<file path="src/rtl/ascon_ctrl_pkg.sv">
// Shared types and block-split helpers for the ASCON-128 phase controller.
// Contents: state_t (controller phases), ctrl_t (registered output bundle),
// RATE_BYTES, nblocks() and blk_len().
package ascon_ctrl_pkg;

  localparam int unsigned RATE_BYTES = 8;
  localparam int unsigned LEN_W      = 4;
  localparam int unsigned CNT_W      = 2;
  localparam int unsigned RND_W      = 4;

  typedef enum logic [3:0] {
    IDLE,
    INIT_P,
    INIT_W,
    KEY1,
    AD_REQ,
    AD_P,
    AD_W,
    DSEP,
    MSG_REQ,
    MSG_P,
    MSG_W,
    KEY2,
    FIN_P,
    FIN_W,
    TAG
  } state_t;

  // Registered control outputs, kept together so they share one register.
  typedef struct packed {
    logic             perm_start;
    logic [RND_W-1:0] perm_rounds;
    logic             block_req;
    logic             msg_sel;
    logic [LEN_W-1:0] datalen;
    logic             key_xor_en;
    logic             key_sel;
    logic             domain_sep;
    logic             tag_valid;
    logic             busy;
  } ctrl_t;

  // Number of rate blocks for a byte count: AD may be empty, the message
  // always has at least one (possibly empty, padding-only) block.
  function automatic logic [CNT_W-1:0] nblocks(input logic [LEN_W-1:0] len,
                                               input logic             is_msg);
    if (!is_msg && (len == LEN_W'(0)))
      nblocks = CNT_W'(0);
    else if (len < LEN_W'(RATE_BYTES))
      nblocks = CNT_W'(1);
    else
      nblocks = CNT_W'(2);
  endfunction

  // Valid bytes in block idx: first block is full when len >= 8, the
  // second carries the remainder, which may be zero.
  function automatic logic [LEN_W-1:0] blk_len(input logic [LEN_W-1:0] len,
                                               input logic [CNT_W-1:0] idx);
    if (idx == CNT_W'(0))
      blk_len = (len >= LEN_W'(RATE_BYTES)) ? LEN_W'(RATE_BYTES) : len;
    else if (idx == CNT_W'(1))
      blk_len = len - LEN_W'(RATE_BYTES);
    else
      blk_len = LEN_W'(0);
  endfunction

endpackage

</file>
<file path="src/rtl/ascon_sequencer.sv">
// Top-level phase controller for the ASCON-128 AEAD core.
// Sequences init, AD absorption, domain separation, message processing,
// finalization and tag release; drives the permutation core and the
// rate/key XOR enables, and fetches rate blocks from the loaders.
// Ports:
//   clk, nRST            clock, asynchronous active-low reset
//   start, decrypt       begin an operation / mode (sampled in IDLE)
//   AD_len, PT_len       AD and message byte counts 0..15 (sampled in IDLE)
//   abort                synchronous return to IDLE
//   perm_done            permutation finished pulse
//   block_valid          loader presents the requested block
//   perm_start           permutation kick
//   perm_rounds          round count for the current permutation
//   block_req, msg_sel   block request / loader select (1 = message)
//   absorb_en            XOR block into rate (block_req & block_valid)
//   datalen              valid bytes in the current block
//   key_xor_en, key_sel  key XOR enable / position (1 = capacity head)
//   domain_sep           XOR 1 into the state LSB
//   tag_valid            tag on the state bus, marks completion
//   busy                 operation in progress
module ascon_sequencer
  import ascon_ctrl_pkg::*;
#(
  parameter int unsigned ROUNDS_A = 12,
  parameter int unsigned ROUNDS_B = 6
) (
  input  logic       clk,
  input  logic       nRST,
  input  logic       start,
  input  logic       decrypt,
  input  logic [3:0] AD_len,
  input  logic [3:0] PT_len,
  input  logic       abort,
  input  logic       perm_done,
  input  logic       block_valid,
  output logic       perm_start,
  output logic [3:0] perm_rounds,
  output logic       block_req,
  output logic       msg_sel,
  output logic       absorb_en,
  output logic [3:0] datalen,
  output logic       key_xor_en,
  output logic       key_sel,
  output logic       domain_sep,
  output logic       tag_valid,
  output logic       busy
);

  state_t           state_q, state_d;
  logic             decrypt_q, decrypt_d;
  logic [LEN_W-1:0] ad_len_q, ad_len_d;
  logic [LEN_W-1:0] pt_len_q, pt_len_d;
  logic [CNT_W-1:0] blk_cnt_q, blk_cnt_d;
  ctrl_t            ctrl_q, ctrl_d;

  // Mode is held for the datapath only; no control output depends on it.
  logic unused_decrypt;
  assign unused_decrypt = decrypt_q;

  // State, latched operation parameters and output register.
  always_ff @(posedge clk or negedge nRST) begin
    if (!nRST) begin
      state_q   <= IDLE;
      decrypt_q <= 1'b0;
      ad_len_q  <= '0;
      pt_len_q  <= '0;
      blk_cnt_q <= '0;
      ctrl_q    <= '0;
    end else begin
      state_q   <= state_d;
      decrypt_q <= decrypt_d;
      ad_len_q  <= ad_len_d;
      pt_len_q  <= pt_len_d;
      blk_cnt_q <= blk_cnt_d;
      ctrl_q    <= ctrl_d;
    end
  end

  // Next-state, block counter and parameter latch; abort overrides all.
  always_comb begin
    state_d   = state_q;
    decrypt_d = decrypt_q;
    ad_len_d  = ad_len_q;
    pt_len_d  = pt_len_q;
    blk_cnt_d = blk_cnt_q;
    if (abort) begin
      state_d = IDLE;
    end else begin
      unique case (state_q)
        IDLE: begin
          if (start) begin
            decrypt_d = decrypt;
            ad_len_d  = AD_len;
            pt_len_d  = PT_len;
            blk_cnt_d = '0;
            state_d   = INIT_P;
          end
        end
        INIT_P: state_d = INIT_W;
        INIT_W: if (perm_done) state_d = KEY1;
        KEY1:   state_d = (ad_len_q != LEN_W'(0)) ? AD_REQ : DSEP;
        AD_REQ: begin
          if (block_valid) begin
            blk_cnt_d = blk_cnt_q + CNT_W'(1);
            state_d   = AD_P;
          end
        end
        AD_P: state_d = AD_W;
        AD_W: begin
          if (perm_done)
            state_d = (blk_cnt_q < nblocks(ad_len_q, 1'b0)) ? AD_REQ : DSEP;
        end
        DSEP: begin
          blk_cnt_d = '0;
          state_d   = MSG_REQ;
        end
        MSG_REQ: begin
          // The last message block goes straight to finalization unpermuted.
          if (block_valid) begin
            blk_cnt_d = blk_cnt_q + CNT_W'(1);
            state_d   = ((blk_cnt_q + CNT_W'(1)) < nblocks(pt_len_q, 1'b1))
                        ? MSG_P : KEY2;
          end
        end
        MSG_P: state_d = MSG_W;
        MSG_W: if (perm_done) state_d = MSG_REQ;
        KEY2:  state_d = FIN_P;
        FIN_P: state_d = FIN_W;
        FIN_W: if (perm_done) state_d = TAG;
        TAG:   state_d = IDLE;
        default: state_d = IDLE;
      endcase
    end
  end

  // Moore decode of the upcoming state so the outputs come straight from flops.
  always_comb begin
    ctrl_d = '0;
    ctrl_d.busy = (state_d != IDLE);
    unique case (state_d)
      INIT_P, FIN_P: begin
        ctrl_d.perm_start  = 1'b1;
        ctrl_d.perm_rounds = RND_W'(ROUNDS_A);
      end
      INIT_W, FIN_W: ctrl_d.perm_rounds = RND_W'(ROUNDS_A);
      AD_P, MSG_P: begin
        ctrl_d.perm_start  = 1'b1;
        ctrl_d.perm_rounds = RND_W'(ROUNDS_B);
      end
      AD_W, MSG_W: ctrl_d.perm_rounds = RND_W'(ROUNDS_B);
      KEY1: ctrl_d.key_xor_en = 1'b1;
      KEY2: begin
        ctrl_d.key_xor_en = 1'b1;
        ctrl_d.key_sel    = 1'b1;
      end
      AD_REQ: begin
        ctrl_d.block_req = 1'b1;
        ctrl_d.datalen   = blk_len(ad_len_d, blk_cnt_d);
      end
      MSG_REQ: begin
        ctrl_d.block_req = 1'b1;
        ctrl_d.msg_sel   = 1'b1;
        ctrl_d.datalen   = blk_len(pt_len_d, blk_cnt_d);
      end
      DSEP: ctrl_d.domain_sep = 1'b1;
      TAG:  ctrl_d.tag_valid  = 1'b1;
      default: ;
    endcase
  end

  assign perm_start  = ctrl_q.perm_start;
  assign perm_rounds = ctrl_q.perm_rounds;
  assign block_req   = ctrl_q.block_req;
  assign msg_sel     = ctrl_q.msg_sel;
  assign datalen     = ctrl_q.datalen;
  assign key_xor_en  = ctrl_q.key_xor_en;
  assign key_sel     = ctrl_q.key_sel;
  assign domain_sep  = ctrl_q.domain_sep;
  assign tag_valid   = ctrl_q.tag_valid;
  assign busy        = ctrl_q.busy;

  // Absorb in the cycle the loader answers the request.
  assign absorb_en   = ctrl_q.block_req & block_valid;

endmodule

</file>
<file path="config.mk">
export PLATFORM = sky130hd
export DESIGN_NAME = ascon_sequencer
export DESIGN_NICKNAME = d
export VERILOG_FILES = /design/src/rtl/ascon_ctrl_pkg.sv /design/src/rtl/ascon_sequencer.sv
export SDC_FILE = /design/constraint.sdc
export NUM_CORES = 1
export LEC_CHECK = 0
export CAP_MARGIN = 20
export CORE_MARGIN = 2
export CORE_UTILIZATION = 31
export CTS_CLUSTER_DIAMETER = 150
export DETAILED_ROUTE_END_ITERATION = 12
export SLEW_MARGIN = 20
export SYNTH_ARGS = -nofsm -noshare
export SYNTH_HDL_FRONTEND = slang
export SYNTH_SLANG_ARGS = --single-unit
</file>
<file path="constraint.sdc">
create_clock -name clk -period 8.2 [get_ports clk]
set_input_delay 1.64 -clock clk [delete_from_list [all_inputs] [get_ports clk]]
set_output_delay 1.64 -clock clk [all_outputs]
set_load 0.01 [all_outputs]
</file>
==> impl.org, run 1 <==
** Clock network
- CTS tree :: built
- Clock insertion delay at the later pin of the skew report :: between 0.2 and 0.3 ns
- CTS placed an instance of clkbuf_8 at the clock tree root.
- Number of cells upsized or downsized after cts :: 0
- Clock-pin slew was measured on the worst setup and hold paths at 0.06 ns.
- Setup bufs post-CTS :: 0
- Total clock sinks :: 29
- The clock passes through at most 2 buffers.
- The number of hold buffers added after CTS was 0.
- Number of H-tree levels :: 2
- TritonCTS Buffers :: 5

** Yosys
- Number of cells produced by synthesis :: 157
- Of the total synthesized cell area, the portion taken by AND, OR, NAND and NOR gates is 18.0%.
- Yosys mapped a number of flops with a built-in enable equal to 0.
- Synth Register Bits :: 29
- Distinct cell type count after synthesis :: 51
- Dominant combinational cell family by area after synthesis :: compound AO/OA/AOI/OAI gates
- Fraction of the mapped netlist area in adder cells :: roughly 1.6%
- By count the netlist is led by dfrtp_1 (29), nor2_1 (13), inv_1 (10).
- Cell with the most instances after synthesis :: dfrtp_1
- When the netlist entered floorplanning its net count stood at around 170.
- After synthesis, the share of flip-flops with an asynchronous set or reset is 100%.
- Summing every instance area after synthesis gives 1560 sq um.
- Avg Inst Size Synth :: 9.95 sq um
- Part of the Yosys area used for sequential elements :: 46.5%
- Synthesized-area fraction occupied by ao, oa, aoi and oai cells :: 19.3%
- The portion of synthesized area spent on multiplexers is 7.29%.
- Xor/xnor cell area share of the yosys netlist :: roughly 2.2%
- Fraction of post-synthesis cell area in the top cell type by area :: approximately 46%
- In the synthesized netlist the dominant register cell turns out to be dfrtp_1.
- Leading post-synthesis cells by cell area :: dfrtp_1 (46%), mux2i_1 (5.1%), nor2_1 (3.1%)
- The Yosys step of the flow raised 0 warnings.
- The largest total area in the synthesized netlist belongs to dfrtp_1.

** Worst setup path
- Crit-path most repeated cell :: clkdlybuf4s50_1
- Among cell families on the critical path, the largest total delay comes from buffers and inverters.
- Kind of critical path :: primary input to primary output
- Number of buffers and inverters on the critical path :: 2
- The startpoint identified for the worst register-to-register timing path is blk_cnt_q[1].
- The critical path starts at block_valid.
- Largest fanout on the critical path :: 7
- Counting cells, the worst reg-to-reg path comes to 8.
- Cell-by-cell listing of the critical path :: clkdlybuf4s50_1 > and2_1 > clkdlybuf4s50_1
- Data required time of the worst path :: 6.56 ns
- The slowest stage of the critical path belongs to the cell clkdlybuf4s50_1.
- STA classifies the critical path startpoint as a primary input.
- Worst reg2reg endpoint :: datalen[2]
- Reg-to-reg slack, setup :: 5.14 ns
- For the worst setup path, the data arrival time is about 3.0 ns.
- On the worst path, the slowest cell contributes a delay of 0.64 ns.
- Kind of capture point of the worst setup path :: primary output

** Place
- I/O Buffers :: 29
- After legalization and detailed placement, the total HPWL measured between 2000 and 2500 um.
- In this run, placement finished with an instance count of 246.
- Post-Place Setup Slack :: 3.56 ns
- At the end of routability-driven placement, the weighted congestion stood at 0.774.

** GRT
- The first global-routing pass estimated around 5600 um of wire.
- Global routing used 13.5% of the available tracks across all layers.
- Entering global routing, the biggest net connects 30 pins.
- Total congestion overflow after global routing :: 0
- The number of antenna violations at the first check in global routing was 0.
- The via count of the first global-routing pass came to between 1,000 and 1,500.

** Floorplanning
- Core outline area :: approximately 4800 sq um
- The initial utilization of the core area, before any placement, comes to 32.6%.
- From left edge to right edge, the die measures 75.0 um.
- Die height :: 75.0 um
- The die covers 5620 sq um.
- Number of rows in the core area :: 25
- Total I/O pin count :: 32

** STA
- Worst setup skew after layout :: 0.00203 ns
- The worst path meets setup with 3.57 ns of slack.
- Number of setup violations in the final report :: 0
- The final count of pins violating max slew was 0.
- The final hold violation count was 0.
- Worst-case headroom to the max-slew limit :: 48.1%
- For the pin with the worst max-slew slack, the measured transition is ~0.77 ns.
- Fin crit period :: 4.63 ns
- The worst path uses 56.5% of the clock period.
- Achievable clock frequency :: 216 MHz
- Setup repair after global routing left no endpoint under its margin.
- Summed over all failing endpoints, the final setup total negative slack is 0 ns.

** Worst hold path
- Hold EP :: pt_len_q[2]
- Hold path depth :: 2
- Worst hold path type :: flip-flop to flip-flop
- Startpoint of the tightest hold check path :: pt_len_q[2]

** Flow run
- Across the run, the number of max-cap violations was 0.

** Pwr
- Internal power :: 0.295 mW
- In this run, the clock network consumes approximately 25% of the power.
- The analysis attributes to net switching a power of 0.140 mW.
- Combinational logic is responsible for between 30% and 40% of the overall power.
- Static leakage :: 0.832 nW
- In this run switching power makes up 32.3% of total power.
- Dividing total power by cell area gives a power density of 219 nW/um^2.
- Worst supply voltage drop on vdd :: 0.000142 V
- Sequential share of power :: 44.5%

** Outcome
- The flow ran to the end, and the final reports show no timing, DRC or antenna violations.

** Routing
- Number of detailed-route iterations in the first pass :: 4
- Via count :: ~1,200
- Antenna viol nets, final :: 0
- After detailed routing, the number of remaining DRC violations is 0.
- For this block, the routed nets add up to 3210 um of wire.
- Vias per cell :: 4.79
- Mean routed wirelength per cell :: 12.7 um
- The detailed router finished its first iteration with 31 violations.

** Finish
- Fraction of layout cells with a size suffix above 1 :: between 7 and 8%
- 0 antenna diodes ended up in the layout.
- Leaving out filler cells and counting taps, the final layout contains 254.
- Number of filler cells placed in the layout :: 474
- Area of the multi-input gates :: about 760 sq um
- Registers take 726 sq um.
- Net count reported at finish :: between 200 and 250
- From synthesis to final layout, the design area changed by 27.2%.
## sequential cells by signal, summed over array words and instances (netlist names)
| name | cells |
|---|---|
| state_q | 4 |
| key_sel | 1 |
| key_xor_en | 1 |
| busy | 1 |
| perm_start | 1 |
| ad_len_q | 4 |
| perm_rounds | 3 |
| pt_len_q | 4 |
| tag_valid | 1 |
| blk_cnt_q | 2 |
| msg_sel | 1 |
| domain_sep | 1 |
| datalen | 4 |
| block_req | 1 |
## per-layer routing
| layer | track usage (%) | vias to the layer above | share of wire [%] |
|---|---|---|---|
| li1 | - | 617 | - |
| met3 | 4.02 | 7 | 4.6 |
| met2 | 21.2 | 35 | 46 |
| met5 | 0 | - | 0 |
| met4 | 4.76 | 0 | 1.4 |
| met1 | 17.7 | 558 | 48 |
## cell families (layout without fill, tap and decap cells)
family          after synthesis  in the layout
mux                          11             11
simple gates                 53             53
xor+xnor                      4              4
flops                        29             29
buf+inv                      18             48
fa+ha+maj                     2              2
compound gates               39             39
other cells                   1              1
## worst reg2reg max path: cells and delay by family, from the launching register on
family	cells	cell delay [ns]
flip-flops	1	0.44
multiplexers	1	0.41
adder cells (fa/ha/maj)	1	0.32
AND/OR/NAND/NOR	2	0.17
AO/OA/AOI/OAI	4	1.62
## through the flow
step / power (mW) / util, % / cell area, sq um / hold slack [ns]
after floorplan: 0.286 / - / 1560 / 0.446
after global placement: 0.327 / 39.8 / 1910 / 0.468
after detailed placement: 0.329 / 39.8 / 1910 / 0.473
after CTS: 0.438 / 41.5 / 1990 / 0.485
after global routing: 0.465 / 41.5 / 1990 / 0.492
final: 0.435 / 41.5 / 1990 / 0.481
## worst max-delay path by stage
stage          slack [ns]         end  cells past startpoint
6_report             3.57   absorb_en                      3
5_1_grt              3.51   absorb_en                      3
4_1_cts              3.56   absorb_en                      3
3_5_place_dp         3.56   absorb_en                      3
3_3_place_gp         3.57   absorb_en                      3
2_1_floorplan        4.72  datalen[3]                      7
## layout make-up
cell class              count  share of cell area (%)
inverters                  10                    1.89
repair buffers             30                    15.0
well taps                  67                    4.22
clock buffers               8                    4.03
flip-flops and latches     29                    36.5
multi-input cells         110                    38.3
## cells in the final DEF (no fill, tap or decap), drive strengths merged, types with 2 or more instances in the layout
cell type      instances
dfrtp                 29
clkdlybuf4s50         29
nor2                  13
inv                   10
nor3                   9
nand2                  8
mux2i                  8
clkbuf                 8
o21ai                  7
a21oi                  6
nor2b                  4
nand2b                 4
and2                   4
xor2                   3
mux2                   3
o211ai                 3
o31ai                  3
a31oi                  2
nand3b                 2
o2bb2ai                2
ha                     2
a2111oi                2
or2                    2
## power by group through the flow
stage | Clock [mW] | Combinational (mW) | Sequential, mW
global placement | 0 | 0.132 | 0.195
CTS | 0.110 | 0.134 | 0.194
floorplan | 0 | 0.0955 | 0.190
detailed placement | 0 | 0.133 | 0.196
global route | 0.116 | 0.150 | 0.199
finish | 0.109 | 0.132 | 0.193
No activity file was read; power rests on OpenSTA's default activity.
==> inputs of run 2 (changes only) <==
==> constraint.sdc (replaced) <==
create_clock -name clk -period 4.8 [get_ports clk]
set_input_delay 0.96 -clock clk [delete_from_list [all_inputs] [get_ports clk]]
set_output_delay 0.96 -clock clk [all_outputs]
set_load 0.01 [all_outputs]
==> run 2 against run 1 <==
  * Wire length up 0.75%
  * Power up 72%
  * Cell area up 0.13%
  * Global-route usage down 0.40 points
  * Largest cell class unchanged
==> impl.org, run 2 (same netlist as run 1, synthesis figures left out) <==
** Outcome
- Run status: completed (unchanged).

** Worst setup path
- The number of cells traversed by the worst register-to-register path is 8 (unchanged).
- Worst reg2reg endpoint :: datalen[1] (was datalen[2])
- The kind of start point of the critical path is a primary input (unchanged).
- The sort of element at the end of the critical path is a flip-flop (was primary output).
- The register-to-register setup slack came to 1.76 ns (was 5.14 ns).
- The worst reg2reg path startpoint is blk_cnt_q[1] (unchanged).
- Largest fanout on the critical path :: 8 (was 7)
- Data required time of the worst path :: 4.98 ns (was 6.56 ns)
- The data arrival time of the critical path was 3.62 ns (was 2.99 ns).
- Kind of critical path :: primary input to flip-flop (was primary input to primary output)

** Place
- Post-DP HPWL :: 2400 um (was 2380 um)
- I/O Buffers :: 29 (unchanged)
- The weighted congestion reported at the end of routability-driven placement was 0.772 (was 0.774).
- The number of cells in the design after placement was 246 (unchanged).

** Routing
- Antenna viol nets, final :: 0 (unchanged)
- Vias per cell :: 4.87 (was 4.79)
- DRC violations left :: 0 (unchanged)
- The post-detailed-routing wire length was 3240 um (was 3210 um).
- Number of DRC markers in iteration 0 :: 108 (was 31)
- The average wire per cell in the routed design is 12.7 um (about the same).
- The detailed-route via count is 1,237 (was 1,217).
- The count of TritonRoute iterations in the first routing pass is 4 (unchanged).

** STA
- The total negative slack for setup checks was 0 ns (unchanged).
- Worst setup skew after layout :: 0.00273 ns (was 0.00203 ns)
- Number of pins exceeding their max-slew limit in the final report :: 0 (unchanged)
- Final clock period utilization by the worst path :: a little under three quarters
- RSZ-0062 raised after global routing :: no (unchanged)
- The transition at the pin with the smallest max-transition slack came to 0.759 ns (was 0.770 ns).
- Derived from the worst setup path, the maximum achievable clock frequency is 290 MHz.
- Fin crit period :: 3.44 ns
- Number of setup violations in the final report :: 0 (unchanged)
- The final hold violation count was 0 (unchanged).
- Worst-case headroom to the max-slew limit :: 48.9% (was 48.1%)

** Worst hold path
- The hold path startpoint is pt_len_q[2] (unchanged).
- The kind of path behind the tightest hold check is flip-flop to flip-flop (unchanged).
- The destination of the worst hold path is pt_len_q[2] (unchanged).
- Hold path depth :: 2 (unchanged)

** Pwr
- Sequential share of power :: 44.3% (was 44.5%)
- The leakage power figure was 0.837 nW (was 0.832 nW).
- The final total power is 0.747 mW (was 0.435 mW).
- The highest ir drop seen on vdd is 0.000238 V (was 0.000142 V).
- Fraction of power consumed by combinational cells :: 30.3% (was 30.4%)
- The total power divided by cell area is 376 nW/um^2 (was 219 nW/um^2).
- Internal power :: 0.501 mW (was 0.295 mW)
- Fraction of power spent switching nets :: 33.0% (was 32.3%)
- Clk pwr share :: 25.4% (was 25.1%)
- Reported net switching power :: 0.247 mW (was 0.140 mW)

** Finish
- The fraction of final layout cells with drive strength greater than 1 is 8.56% (was 7.49%).
- Final standard cell count with taps included and fillers excluded :: 254 (unchanged)
- Commonest non-fill, non-tap cells in the layout: dfrtp_1 (29), clkdlybuf4s50_1 (29), nor2_1 (13), inv_1 (10), nor3_1 (9) (unchanged).
- Layout Area Growth over Synthesis :: 27.3% (was 27.2%)
- The end-of-flow core utilization was 41.5% (about the same).
- Number of filler cells placed in the layout :: 479 (was 474)
- The number of antenna cells inserted came to 0 (unchanged).
- The footprint of the flip-flops and latches was 726 sq um (unchanged).
- The post-layout net count came to 203 (unchanged).
- Area of the multi-input gates :: 761 sq um (unchanged)

** Clock network
- The clock sink count is 29 (unchanged).
- Number of cells upsized or downsized after cts :: 0 (unchanged)
- Master cell of the clock root buffer :: clkbuf_8 (unchanged)
- The maximum buffer depth of the clock tree was 2 (unchanged).
- Clk pin slew, worst setup/hold paths :: 0.06 ns (about the same)
- Number of H-tree levels :: 2 (unchanged)
- Hold-fix buffers at CTS :: 0 (unchanged)
- CTS tree :: built (unchanged)
- TritonCTS Buffers :: 5 (unchanged)
- The post-CTS setup buffer count came to 0 (unchanged).
- The clock network latency to the later pin of the worst-skew pair was 0.28 ns (about the same).

** GRT
- The number of antenna violations at the first check in global routing is 0 (unchanged).
- The total congestion overflow was 0 (unchanged).
- Maximum number of pins on one net before global-route repair :: 30 (unchanged)
- The first-pass GRT wire length is 5510 um (was 5620 um).
- The global-route total usage across every layer was 13.1% (was 13.5%).
- The via count of the first global-routing pass came to 1,155 (was 1,221).

** Flow run
- The max capacitance violation total is 0 (unchanged).

** Floorplanning
- Core outline area :: 4790 sq um (unchanged)
- Total I/O pin count :: 32 (unchanged)
- Starting density of the core :: 32.6% (unchanged)
- The number of placement rows was 25 (unchanged).
- Width of the chip :: 75.0 um (unchanged)
- Die height :: 75.0 um (unchanged)
- Die Footprint :: 5620 sq um (unchanged)
[run 2: changes by cell type in the layout (fill, tap and decap cells not counted), sizes merged]
cell    delta
clkinv     +2
clkbuf     -2
[run 2: critical path, stage by stage]
cell	delay, ns
clkdlybuf4s50_1	0.57
nand2_1	0.07
a2111oi_0	0.31
a32oi_1	0.20
a2111oi_4	0.70
mux2i_1	0.40
nor2_1	0.12
o31ai_1	0.28
[run 2: per-layer routing]
metal  vias up  share of wire, %  wire length, um  GRT usage [%]
met5         -                 0                0              0
met4         0              0.96               31           4.17
met3         7               4.4              142           4.15
met2        23                47             1520           20.4
met1       587                48             1550           17.3
li1        620                 -                -              -
[run 2: cell type report]
| cell class | instances | share of cell area [%] |
|---|---|---|
| inverters | 10 | 1.89 |
| clock inverters | 2 | 0.503 |
| multi-input cells | 110 | 38.3 |
| flip-flops and latches | 29 | 36.5 |
| well taps | 67 | 4.22 |
| repair buffers | 30 | 15.0 |
| clock buffers | 6 | 3.65 |
[run 2: worst max path at each step]
| stage | from | end | slack (ns) | depth (start not counted) |
|---|---|---|---|---|
| 2_1_floorplan | perm_done | datalen[3] | 2.00 | 7 |
| 3_3_place_gp | perm_done | datalen[1] | 1.05 | 8 |
| 3_5_place_dp | perm_done | datalen[1] | 1.02 | 8 |
| 4_1_cts | perm_done | datalen[1] | 1.32 | 8 |
| 5_1_grt | perm_done | datalen[2] | 1.04 | 8 |
| 6_report | perm_done | datalen[1] | 1.36 | 8 |
[run 2: stage by stage]
stage / hold WS [ns] / setup slack, ns / cell area (sq um)
after floorplan: 0.446 / 2.00 / 1560
after global placement: 0.468 / 1.05 / 1910
after detailed placement: 0.471 / 1.02 / 1910
after CTS: 0.486 / 1.32 / 1990
after global routing: 0.495 / 1.04 / 1990
final: 0.482 / 1.36 / 1990
[run 2: power by group through the flow]
stage	Combinational, mW	Clock, mW	Sequential, mW
floorplan	0.163	0	0.325
global placement	0.225	0	0.334
detailed placement	0.227	0	0.335
CTS	0.229	0.194	0.331
global route	0.255	0.203	0.340
finish	0.226	0.190	0.331
